===== src/rtl/hdmi_timing_pkg.sv =====
// Shared types and constants for the HDMI FIFO pixel reader: read-side FSM
// states, default 1280x720 timing, and the counter width helper.
package hdmi_timing_pkg;

    typedef enum logic [1:0] {
        ST_IDLE   = 2'd0,
        ST_ARM    = 2'd1,
        ST_RUN    = 2'd2,
        ST_RESYNC = 2'd3
    } rd_state_t;

    localparam int H_ACTIVE_DEF = 1280;
    localparam int H_FP_DEF     = 110;
    localparam int H_SYNC_DEF   = 40;
    localparam int H_BP_DEF     = 220;
    localparam int V_ACTIVE_DEF = 720;
    localparam int V_FP_DEF     = 5;
    localparam int V_SYNC_DEF   = 5;
    localparam int V_BP_DEF     = 20;

    // Bits needed to hold 0..total-1; never less than one bit.
    function automatic int cnt_width(input int total);
        return (total < 2) ? 1 : $clog2(total);
    endfunction

endpackage


===== src/rtl/hdmi_fifo_pixel_reader_if.sv =====
// Read port of the zoom-to-HDMI prefetch FIFO. The head word is visible
// whenever rd_vld is high; rd_en pops it on the same clock edge.
interface hdmi_fifo_pixel_reader_if;
    logic        rd_en;
    logic        rd_vld;
    logic [23:0] rd_data;

    modport master (
        output rd_en,
        input  rd_vld,
        input  rd_data
    );

    modport slave (
        input  rd_en,
        output rd_vld,
        output rd_data
    );
endinterface


===== src/rtl/hdmi_timing_cnt.sv =====
// Free-running raster position counters with the look-ahead decode used by
// the reader: data enable, syncs and start-of-frame for the current position.
// Line/frame order is active, front porch, sync, back porch.
module hdmi_timing_cnt
    import hdmi_timing_pkg::*;
#(
    parameter int H_ACTIVE = H_ACTIVE_DEF,
    parameter int H_FP     = H_FP_DEF,
    parameter int H_SYNC   = H_SYNC_DEF,
    parameter int H_BP     = H_BP_DEF,
    parameter int V_ACTIVE = V_ACTIVE_DEF,
    parameter int V_FP     = V_FP_DEF,
    parameter int V_SYNC   = V_SYNC_DEF,
    parameter int V_BP     = V_BP_DEF
) (
    input  logic rd_clk,
    input  logic rd_rst_n,
    output logic de_nxt,
    output logic hs_nxt,
    output logic vs_nxt,
    output logic sof
);

    localparam int H_TOTAL = H_ACTIVE + H_FP + H_SYNC + H_BP;
    localparam int V_TOTAL = V_ACTIVE + V_FP + V_SYNC + V_BP;
    localparam int H_W     = cnt_width(H_TOTAL);
    localparam int V_W     = cnt_width(V_TOTAL);

    // Compare constants carry one spare bit so a sync ending exactly at the
    // total does not wrap.
    localparam logic [H_W:0] H_LAST   = (H_W + 1)'(H_TOTAL - 1);
    localparam logic [H_W:0] H_DE_END = (H_W + 1)'(H_ACTIVE);
    localparam logic [H_W:0] HS_START = (H_W + 1)'(H_ACTIVE + H_FP);
    localparam logic [H_W:0] HS_END   = (H_W + 1)'(H_ACTIVE + H_FP + H_SYNC);
    localparam logic [V_W:0] V_LAST   = (V_W + 1)'(V_TOTAL - 1);
    localparam logic [V_W:0] V_DE_END = (V_W + 1)'(V_ACTIVE);
    localparam logic [V_W:0] VS_START = (V_W + 1)'(V_ACTIVE + V_FP);
    localparam logic [V_W:0] VS_END   = (V_W + 1)'(V_ACTIVE + V_FP + V_SYNC);

    logic [H_W-1:0] h_cnt;
    logic [V_W-1:0] v_cnt;
    logic [H_W:0]   h_ext;
    logic [V_W:0]   v_ext;

    assign h_ext = {1'b0, h_cnt};
    assign v_ext = {1'b0, v_cnt};

    // Pixel and line counters; the line counter steps on each line wrap.
    always_ff @(posedge rd_clk or negedge rd_rst_n) begin
        if (!rd_rst_n) begin
            h_cnt <= '0;
            v_cnt <= '0;
        end else if (h_ext == H_LAST) begin
            h_cnt <= '0;
            if (v_ext == V_LAST) begin
                v_cnt <= '0;
            end else begin
                v_cnt <= v_cnt + 1'b1;
            end
        end else begin
            h_cnt <= h_cnt + 1'b1;
        end
    end

    assign de_nxt = (h_ext < H_DE_END) && (v_ext < V_DE_END);
    assign hs_nxt = (h_ext >= HS_START) && (h_ext < HS_END);
    assign vs_nxt = (v_ext >= VS_START) && (v_ext < VS_END);
    assign sof    = (h_cnt == '0) && (v_cnt == '0);

endmodule


===== src/rtl/hdmi_fifo_pixel_reader.sv =====
// Read-side consumer of the 24-bit zoom-to-HDMI prefetch FIFO. Generates the
// raster, pops one pixel per active cycle once locked to a frame start, and
// substitutes FILL_COLOR on underflow until the next frame start with data.
// Optional feature macro HDMI_RD_UNDERFLOW_CNT_EN adds a 16-bit saturating
// count of fill-colour active cycles emitted while streaming.
//
// state  | meaning
// IDLE   | streaming disabled, no pops
// ARM    | enabled, waiting for h=0,v=0 with FIFO data
// RUN    | locked, popping every active cycle
// RESYNC | underflowed, waiting for h=0,v=0 with FIFO data
module hdmi_fifo_pixel_reader
    import hdmi_timing_pkg::*;
#(
    parameter int          H_ACTIVE   = H_ACTIVE_DEF,
    parameter int          H_FP       = H_FP_DEF,
    parameter int          H_SYNC     = H_SYNC_DEF,
    parameter int          H_BP       = H_BP_DEF,
    parameter int          V_ACTIVE   = V_ACTIVE_DEF,
    parameter int          V_FP       = V_FP_DEF,
    parameter int          V_SYNC     = V_SYNC_DEF,
    parameter int          V_BP       = V_BP_DEF,
    parameter bit          SYNC_POL   = 1'b1,
    parameter logic [23:0] FILL_COLOR = 24'h000000
) (
    input  logic                      rd_clk,
    input  logic                      rd_rst_n,
    input  logic                      en,
    hdmi_fifo_pixel_reader_if.master  fifo,
    output logic                      hdmi_hs,
    output logic                      hdmi_vs,
    output logic                      hdmi_de,
    output logic [23:0]               hdmi_rgb,
    output logic                      frame_start,
    output logic                      underflow,
    input  logic                      underflow_clr
`ifdef HDMI_RD_UNDERFLOW_CNT_EN
    ,
    output logic [15:0]               underflow_cnt
`endif
);

    logic      de_nxt;
    logic      hs_nxt;
    logic      vs_nxt;
    logic      sof;
    rd_state_t state;
    rd_state_t state_nxt;
    logic      pop;
    logic      uf_set;

    hdmi_timing_cnt #(
        .H_ACTIVE (H_ACTIVE),
        .H_FP     (H_FP),
        .H_SYNC   (H_SYNC),
        .H_BP     (H_BP),
        .V_ACTIVE (V_ACTIVE),
        .V_FP     (V_FP),
        .V_SYNC   (V_SYNC),
        .V_BP     (V_BP)
    ) u_timing (
        .rd_clk   (rd_clk),
        .rd_rst_n (rd_rst_n),
        .de_nxt   (de_nxt),
        .hs_nxt   (hs_nxt),
        .vs_nxt   (vs_nxt),
        .sof      (sof)
    );

    // FSM state register.
    always_ff @(posedge rd_clk or negedge rd_rst_n) begin
        if (!rd_rst_n) begin
            state <= ST_IDLE;
        end else begin
            state <= state_nxt;
        end
    end

    // Next state and pop decision; ARM and RESYNC lock on the same frame
    // start that pops the first pixel. rd_vld only matters on active cycles.
    always_comb begin
        state_nxt = state;
        pop       = 1'b0;
        uf_set    = 1'b0;
        if (!en) begin
            state_nxt = ST_IDLE;
        end else begin
            case (state)
                ST_IDLE: begin
                    state_nxt = ST_ARM;
                end
                ST_ARM, ST_RESYNC: begin
                    if (sof && fifo.rd_vld) begin
                        state_nxt = ST_RUN;
                        pop       = de_nxt;
                    end
                end
                ST_RUN: begin
                    pop = de_nxt && fifo.rd_vld;
                    if (de_nxt && !fifo.rd_vld) begin
                        state_nxt = ST_RESYNC;
                        uf_set    = 1'b1;
                    end
                end
                default: begin
                    state_nxt = ST_IDLE;
                end
            endcase
        end
    end

    assign fifo.rd_en = pop;

    // Registered output bundle, one cycle behind the raster position.
    always_ff @(posedge rd_clk or negedge rd_rst_n) begin
        if (!rd_rst_n) begin
            hdmi_hs     <= ~SYNC_POL;
            hdmi_vs     <= ~SYNC_POL;
            hdmi_de     <= 1'b0;
            hdmi_rgb    <= '0;
            frame_start <= 1'b0;
        end else begin
            hdmi_hs     <= hs_nxt ? SYNC_POL : ~SYNC_POL;
            hdmi_vs     <= vs_nxt ? SYNC_POL : ~SYNC_POL;
            hdmi_de     <= de_nxt;
            frame_start <= sof;
            if (pop) begin
                hdmi_rgb <= fifo.rd_data;
            end else if (de_nxt) begin
                hdmi_rgb <= FILL_COLOR;
            end else begin
                hdmi_rgb <= '0;
            end
        end
    end

    // Sticky underflow flag; a new underflow beats a simultaneous clear.
    always_ff @(posedge rd_clk or negedge rd_rst_n) begin
        if (!rd_rst_n) begin
            underflow <= 1'b0;
        end else if (uf_set) begin
            underflow <= 1'b1;
        end else if (underflow_clr) begin
            underflow <= 1'b0;
        end
    end

`ifdef HDMI_RD_UNDERFLOW_CNT_EN
    logic fill_active;

    assign fill_active = en && de_nxt && !pop &&
                         ((state == ST_RUN) || (state == ST_RESYNC));

    // Saturating count of active cycles filled while locked or resyncing.
    always_ff @(posedge rd_clk or negedge rd_rst_n) begin
        if (!rd_rst_n) begin
            underflow_cnt <= '0;
        end else if (underflow_clr) begin
            underflow_cnt <= '0;
        end else if (fill_active && (underflow_cnt != 16'hFFFF)) begin
            underflow_cnt <= underflow_cnt + 1'b1;
        end
    end
`endif

endmodule


===== src/flat_wrapper.sv =====
// flat-port wrapper written by rule: the top's interface ports become plain ports
module hdmi_fifo_pixel_reader_flat import hdmi_timing_pkg::*;
#(
    parameter int          H_ACTIVE   = H_ACTIVE_DEF,
    parameter int          H_FP       = H_FP_DEF,
    parameter int          H_SYNC     = H_SYNC_DEF,
    parameter int          H_BP       = H_BP_DEF,
    parameter int          V_ACTIVE   = V_ACTIVE_DEF,
    parameter int          V_FP       = V_FP_DEF,
    parameter int          V_SYNC     = V_SYNC_DEF,
    parameter int          V_BP       = V_BP_DEF,
    parameter bit          SYNC_POL   = 1'b1,
    parameter logic [23:0] FILL_COLOR = 24'h000000
)
  (rd_clk, rd_rst_n, en, hdmi_hs, hdmi_vs, hdmi_de, hdmi_rgb, frame_start, underflow, underflow_clr, fifo_rd_en, fifo_rd_vld, fifo_rd_data);
  hdmi_fifo_pixel_reader_if fifo_i ();
  input  logic rd_clk;
  input  logic rd_rst_n;
  input  logic en;
  output logic hdmi_hs;
  output logic hdmi_vs;
  output logic hdmi_de;
  output logic [23:0] hdmi_rgb;
  output logic frame_start;
  output logic underflow;
  input  logic underflow_clr;
  output wire logic [$bits(fifo_i.rd_en)-1:0] fifo_rd_en;
  input wire logic [$bits(fifo_i.rd_vld)-1:0] fifo_rd_vld;
  input wire logic [$bits(fifo_i.rd_data)-1:0] fifo_rd_data;
  assign fifo_rd_en = fifo_i.rd_en;
  assign fifo_i.rd_vld = fifo_rd_vld;
  assign fifo_i.rd_data = fifo_rd_data;
  hdmi_fifo_pixel_reader #(.H_ACTIVE(H_ACTIVE), .H_FP(H_FP), .H_SYNC(H_SYNC), .H_BP(H_BP), .V_ACTIVE(V_ACTIVE), .V_FP(V_FP), .V_SYNC(V_SYNC), .V_BP(V_BP), .SYNC_POL(SYNC_POL), .FILL_COLOR(FILL_COLOR)) u_core (.rd_clk(rd_clk), .rd_rst_n(rd_rst_n), .en(en), .fifo(fifo_i), .hdmi_hs(hdmi_hs), .hdmi_vs(hdmi_vs), .hdmi_de(hdmi_de), .hdmi_rgb(hdmi_rgb), .frame_start(frame_start), .underflow(underflow), .underflow_clr(underflow_clr));
endmodule

===== config.mk =====
export PLATFORM = sky130hd
export DESIGN_NAME = hdmi_fifo_pixel_reader_flat
export DESIGN_NICKNAME = d
export VERILOG_FILES = /design/src/rtl/hdmi_timing_pkg.sv /design/src/rtl/hdmi_fifo_pixel_reader_if.sv /design/src/rtl/hdmi_timing_cnt.sv /design/src/rtl/hdmi_fifo_pixel_reader.sv /design/src/flat_wrapper.sv
export SDC_FILE = /design/constraint.sdc
export NUM_CORES = 1
export LEC_CHECK = 0
export BUFFER_PORTS_ARGS = -buffer_cell sky130_fd_sc_hd__buf_2
export CORE_MARGIN = 2
export CORE_UTILIZATION = 53
export CTS_CLUSTER_SIZE = 24
export DETAILED_ROUTE_END_ITERATION = 16
export PLACE_DENSITY = 0.9
export SETUP_SLACK_MARGIN = 0.2
export SLEW_MARGIN = 40
export SYNTH_ARGS = -nofsm -noshare
export SYNTH_HDL_FRONTEND = slang
export SYNTH_SLANG_ARGS = --single-unit

===== constraint.sdc =====
create_clock -name rd_clk -period 2.13 [get_ports rd_clk]
set_clock_uncertainty 0.15 [all_clocks]
set_input_delay 0.1065 -clock rd_clk [delete_from_list [all_inputs] [get_ports rd_clk]]
set_output_delay 0.1065 -clock rd_clk [all_outputs]
set_load 0.005 [all_outputs]

==> metrics.txt <==
# TYPE chip_impl_metric gauge
chip_impl_info{name="run_status",value="finished, violations left"} 1
chip_impl_info{name="failed_checks",value="setup timing"} 1
chip_impl_metric{name="finalSetupViolCount",unit=""} 4
chip_impl_info{name="global_route.peak_usage_layer",value="met2"} 1
chip_impl_metric{name="worst-endpoint-required",unit="ps"} 1870
chip_impl_metric{name="routed_wl",unit="um"} 10100
chip_impl_metric{name="minimum_clock_period_after_layout",unit="ps"} 2200
chip_impl_metric{name="clock_path_buffers",unit=""} 2
chip_impl_metric{name="critical_path_peak_fanout",unit=""} 12
chip_impl_metric{name="clkTransAtPathRegs",unit="ps"} 100
chip_impl_info{name="highest_count_cells_in_the_layout_ignoring_fill_and_taps",value="58 x buf_2, 44 x dfrtp_1, 29 x buf_4, 28 x dlygate4sd3_1, 18 x nor3b_1"} 1
chip_impl_metric{name="post_synth_edffs",unit=""} 0
chip_impl_metric{name="ioPinCount",unit=""} 59
chip_impl_metric{name="placement_rows",unit=""} 24
chip_impl_metric{name="final.setup.worst_slack",unit="ps"} -66.0
chip_impl_metric{name="layout.cell_area.non_filler",unit="um2"} 3580
chip_impl_metric{name="number_of_detailed_route_iterations_in_the_first_pass",unit=""} 5
chip_impl_metric{name="vias",unit=""} 2573
chip_impl_metric{name="largest_vdd_supply_drop",unit="mV"} 0.618
chip_impl_metric{name="post_synthesis_cells",unit=""} 215
chip_impl_metric{name="drive_above_1_share",unit="%"} 43.4
chip_impl_metric{name="area.growth.synth_to_final",unit="%"} 48.8
chip_impl_metric{name="standard_cell_core_area",unit="um2"} 4350
chip_impl_metric{name="clk_latency",unit="ps"} 320
chip_impl_info{name="tritoncts",value="done"} 1
chip_impl_metric{name="finalHoldViolations",unit=""} 0
chip_impl_metric{name="grt_use_met1",unit="%"} 38.1
chip_impl_metric{name="synth-xor-area-share",unit="%"} 2.55
chip_impl_metric{name="fp.dieH",unit="um"} 71.4
chip_impl_metric{name="detailedPlacementHpwl",unit="um"} 3140
chip_impl_metric{name="ctsHtreeMaxLevel",unit=""} 2
chip_impl_metric{name="num-fill-cells",unit=""} 182
chip_impl_metric{name="cts_bufs_inserted",unit=""} 5
chip_impl_metric{name="n_antenna_cell",unit=""} 0
chip_impl_metric{name="worst_pin_slew",unit="ps"} 664
chip_impl_metric{name="simple_gate_portion_of_the_synthesized_area",unit="%"} 25.5
chip_impl_metric{name="portBuffers",unit=""} 58
chip_impl_metric{name="nNetsFinal",unit=""} 368
chip_impl_metric{name="report.power.total",unit="mW"} 1.93
chip_impl_metric{name="async_flop_share",unit="%"} 100
chip_impl_info{name="start_kind",value="flop"} 1
chip_impl_metric{name="static_leakage",unit="nW"} 1.72
chip_impl_metric{name="worstPathArrival",unit="ps"} 1940
chip_impl_info{name="critical_path.endpoint_type",value="output port"} 1
chip_impl_info{name="synth_top_flop_cell",value="dfrtp_1"} 1
chip_impl_metric{name="number_of_global_route_vias_before_repair",unit=""} 2198
chip_impl_metric{name="detailedRoute.firstIterationViolations",unit=""} 436
chip_impl_metric{name="area_occupied_by_multi_input_gates",unit="um2"} 1140
chip_impl_metric{name="maxClockFrequency",unit="MHz"} 455
chip_impl_metric{name="timing.final.crit_share",unit="%"} 103
chip_impl_metric{name="synth.area.mux_share",unit="%"} 0.468
chip_impl_metric{name="wl_per_cell",unit="um"} 26.3
chip_impl_metric{name="syn-num-nets",unit=""} 251
chip_impl_metric{name="gr-total-overflow",unit=""} 0
chip_impl_info{name="grt_setup_unrepaired",value="yes"} 1
chip_impl_metric{name="global_route.usage.met2",unit="%"} 50.0
chip_impl_metric{name="globalRouteMet3Util",unit="%"} 8.16
chip_impl_metric{name="synth.yosys.warnings",unit=""} 0
chip_impl_info{name="hp-class",value="input pin to asynchronous set/reset pin"} 1
chip_impl_metric{name="final_tns_setup",unit="ps"} -161
chip_impl_info{name="most_common_library_cell_in_the_layout_ignoring_fill_and_taps",value="buf_2"} 1
chip_impl_metric{name="final_core_utilization",unit="%"} 82.2
chip_impl_metric{name="initial_core_util",unit="%"} 55.2
chip_impl_metric{name="dpl_cell_area",unit="um2"} 2720
chip_impl_metric{name="die-width",unit="um"} 71.4
chip_impl_metric{name="design.die.area",unit="um2"} 5090
chip_impl_info{name="crit_type",value="flop to output port"} 1
chip_impl_metric{name="netlist-cell-type-count",unit=""} 47
chip_impl_metric{name="synth_compound_gate_area_share",unit="%"} 8.79
chip_impl_metric{name="remaining_routing_drc_violations",unit=""} 0
chip_impl_metric{name="grt_start_max_net_pins",unit=""} 53
chip_impl_metric{name="report.final.slew_viol_count",unit=""} 0
chip_impl_metric{name="power.density_cell_area",unit="nW/um2"} 539
chip_impl_metric{name="max-cap-violations",unit=""} 0
chip_impl_metric{name="synth-seq-area-share",unit="%"} 54.1
chip_impl_metric{name="drt.antenna.violating_nets",unit=""} 0
chip_impl_metric{name="antenna_violations_before_repair",unit=""} 0
chip_impl_info{name="main_combinational_cell_family_by_area_after_synthesis",value="simple AND/OR/NAND/NOR gates"} 1
chip_impl_metric{name="clock-sinks",unit=""} 52
chip_impl_metric{name="first_pass_grt_wire_length",unit="um"} 11700
chip_impl_metric{name="ys_seq_elements",unit=""} 52
chip_impl_metric{name="routed_via_density",unit=""} 6.70
chip_impl_metric{name="layout.area.seq",unit="um2"} 1310
chip_impl_metric{name="synth_area_in_adders",unit="%"} 3.64
chip_impl_metric{name="synthesis.area_per_instance",unit="um2"} 11.2
chip_impl_metric{name="gr-usage-all-layers",unit="%"} 30.2
chip_impl_info{name="ctsRootBufferMaster",value="clkbuf_8"} 1
chip_impl_metric{name="placer_congestion_estimate",unit=""} 0.904
chip_impl_metric{name="synth.cell_area",unit="um2"} 2400
chip_impl_metric{name="worst_slew_margin_rel",unit="%"} 55.7
## final timing paths
kind | slack, ps | end | cells after the start | startpoint
worst max-delay path | -70 | fifo_rd_en | 7 | u_core.u_timing.h_cnt[9]
worst min-delay path | 360 | u_core.hdmi_rgb[12] | 3 | rd_rst_n
worst max register to register | -40 | u_core.hdmi_rgb[2] | 6 | u_core.u_timing.v_cnt[8]
worst min register to register | 450 | u_core.u_timing.h_cnt[0] | 2 | u_core.u_timing.h_cnt[0]
max in group asynchronous | 960 | u_core.u_timing.h_cnt[8] | 3 | rd_rst_n
min in group rd_clk | 440 | u_core.hdmi_rgb[14] | 3 | fifo_rd_data[14]
## metrics by stage
step,hold slack [ps],std cells,setup slack [ps]
6_report,365,384,-66.0
5_1_grt,435,384,-95.1
4_1_cts,303,366,146
3_5_place_dp,104,317,22.2
3_3_place_gp,98.4,317,63.0
2_1_floorplan,-339,215,327
## per-layer routing
| layer | share of wire [%] | vias to the layer above |
|---|---|---|
| met5 | 0 | - |
| met4 | 7.1 | 0 |
| met3 | 14 | 80 |
| met2 | 45 | 299 |
| met1 | 34 | 1194 |
| li1 | - | 1000 |
## final cells by class
| type | count | area share, % |
|---|---|---|
| clock inverter | 2 | 1.68 |
| timing repair buffer | 121 | 25.2 |
| multi-input combinational | 144 | 31.9 |
| inverter | 8 | 0.839 |
| tap | 52 | 1.82 |
| sequential | 52 | 36.7 |
| clock buffer | 5 | 1.92 |
## critical path: stages, from the launching register on
cell      delay [ps]
dfrtp_2          490
o21ai_2          200
o211ai_1         190
inv_2            140
nand3_4          120
buf_12           180
nor2_1           160
buf_2            150
## timing repair
item	4_1_cts	5_1_grt
gates resized for setup	8	32
setup endpoints to repair	29	32
endpoints found under the hold margin	79	0
cloned	1	3
hold buffers	29	0
pin swaps	4	10
buffers inserted	12	16
## synth_stat cells, drive strengths merged (2+ instances only)
cell type,count,area share [%]
o21ai,13,2.7
and4,2,0.78
and3,12,3.6
nand4b,2,0.73
inv,8,1.2
buf,11,3.3
xnor2,4,1.5
dfrtp,52,54
nor3,2,0.42
nand4,6,1.6
nand3,11,2.5
a21oi,5,1.0
nor4,3,1.4
a31oi,4,1.7
nor2,11,1.7
a21o,2,0.68
nand2,10,1.6
and2,3,0.83
nor4b,2,0.73
ha,7,3.6
or3,2,0.57
o211ai,2,0.62
nor3b,24,7.5
nor2b,2,0.52
clkbuf,2,0.42
o21a,2,0.62
xor2,3,1.1
## power breakdown
part / switching, mW / internal, mW / total (mW)
Sequential: 0.00341 / 0.987 / 0.991
Clock: 0.341 / 0.463 / 0.804
Combinational: 0.0615 / 0.0715 / 0.133
## logic make-up (layout without fill, tap and decap cells)
| kind of cell | after synthesis | count (layout) |
|---|---|---|
| simple gates | 95 | 96 |
| flops | 52 | 52 |
| compound gates | 32 | 33 |
| xor+xnor | 7 | 7 |
| mux | 1 | 1 |
| buf+inv | 21 | 136 |
| fa+ha+maj | 7 | 7 |
## flip-flops by register name, indices dropped and copies added (netlist names)
signal	cells
u_core.frame_start	1
u_core.hdmi_de	1
u_core.hdmi_hs	1
u_core.hdmi_rgb	24
u_core.hdmi_vs	1
u_core.state	2
u_core.u_timing.h_cnt	11
u_core.u_timing.v_cnt	10
u_core.underflow	1
Note: power is estimated with default switching activity, not from simulation.
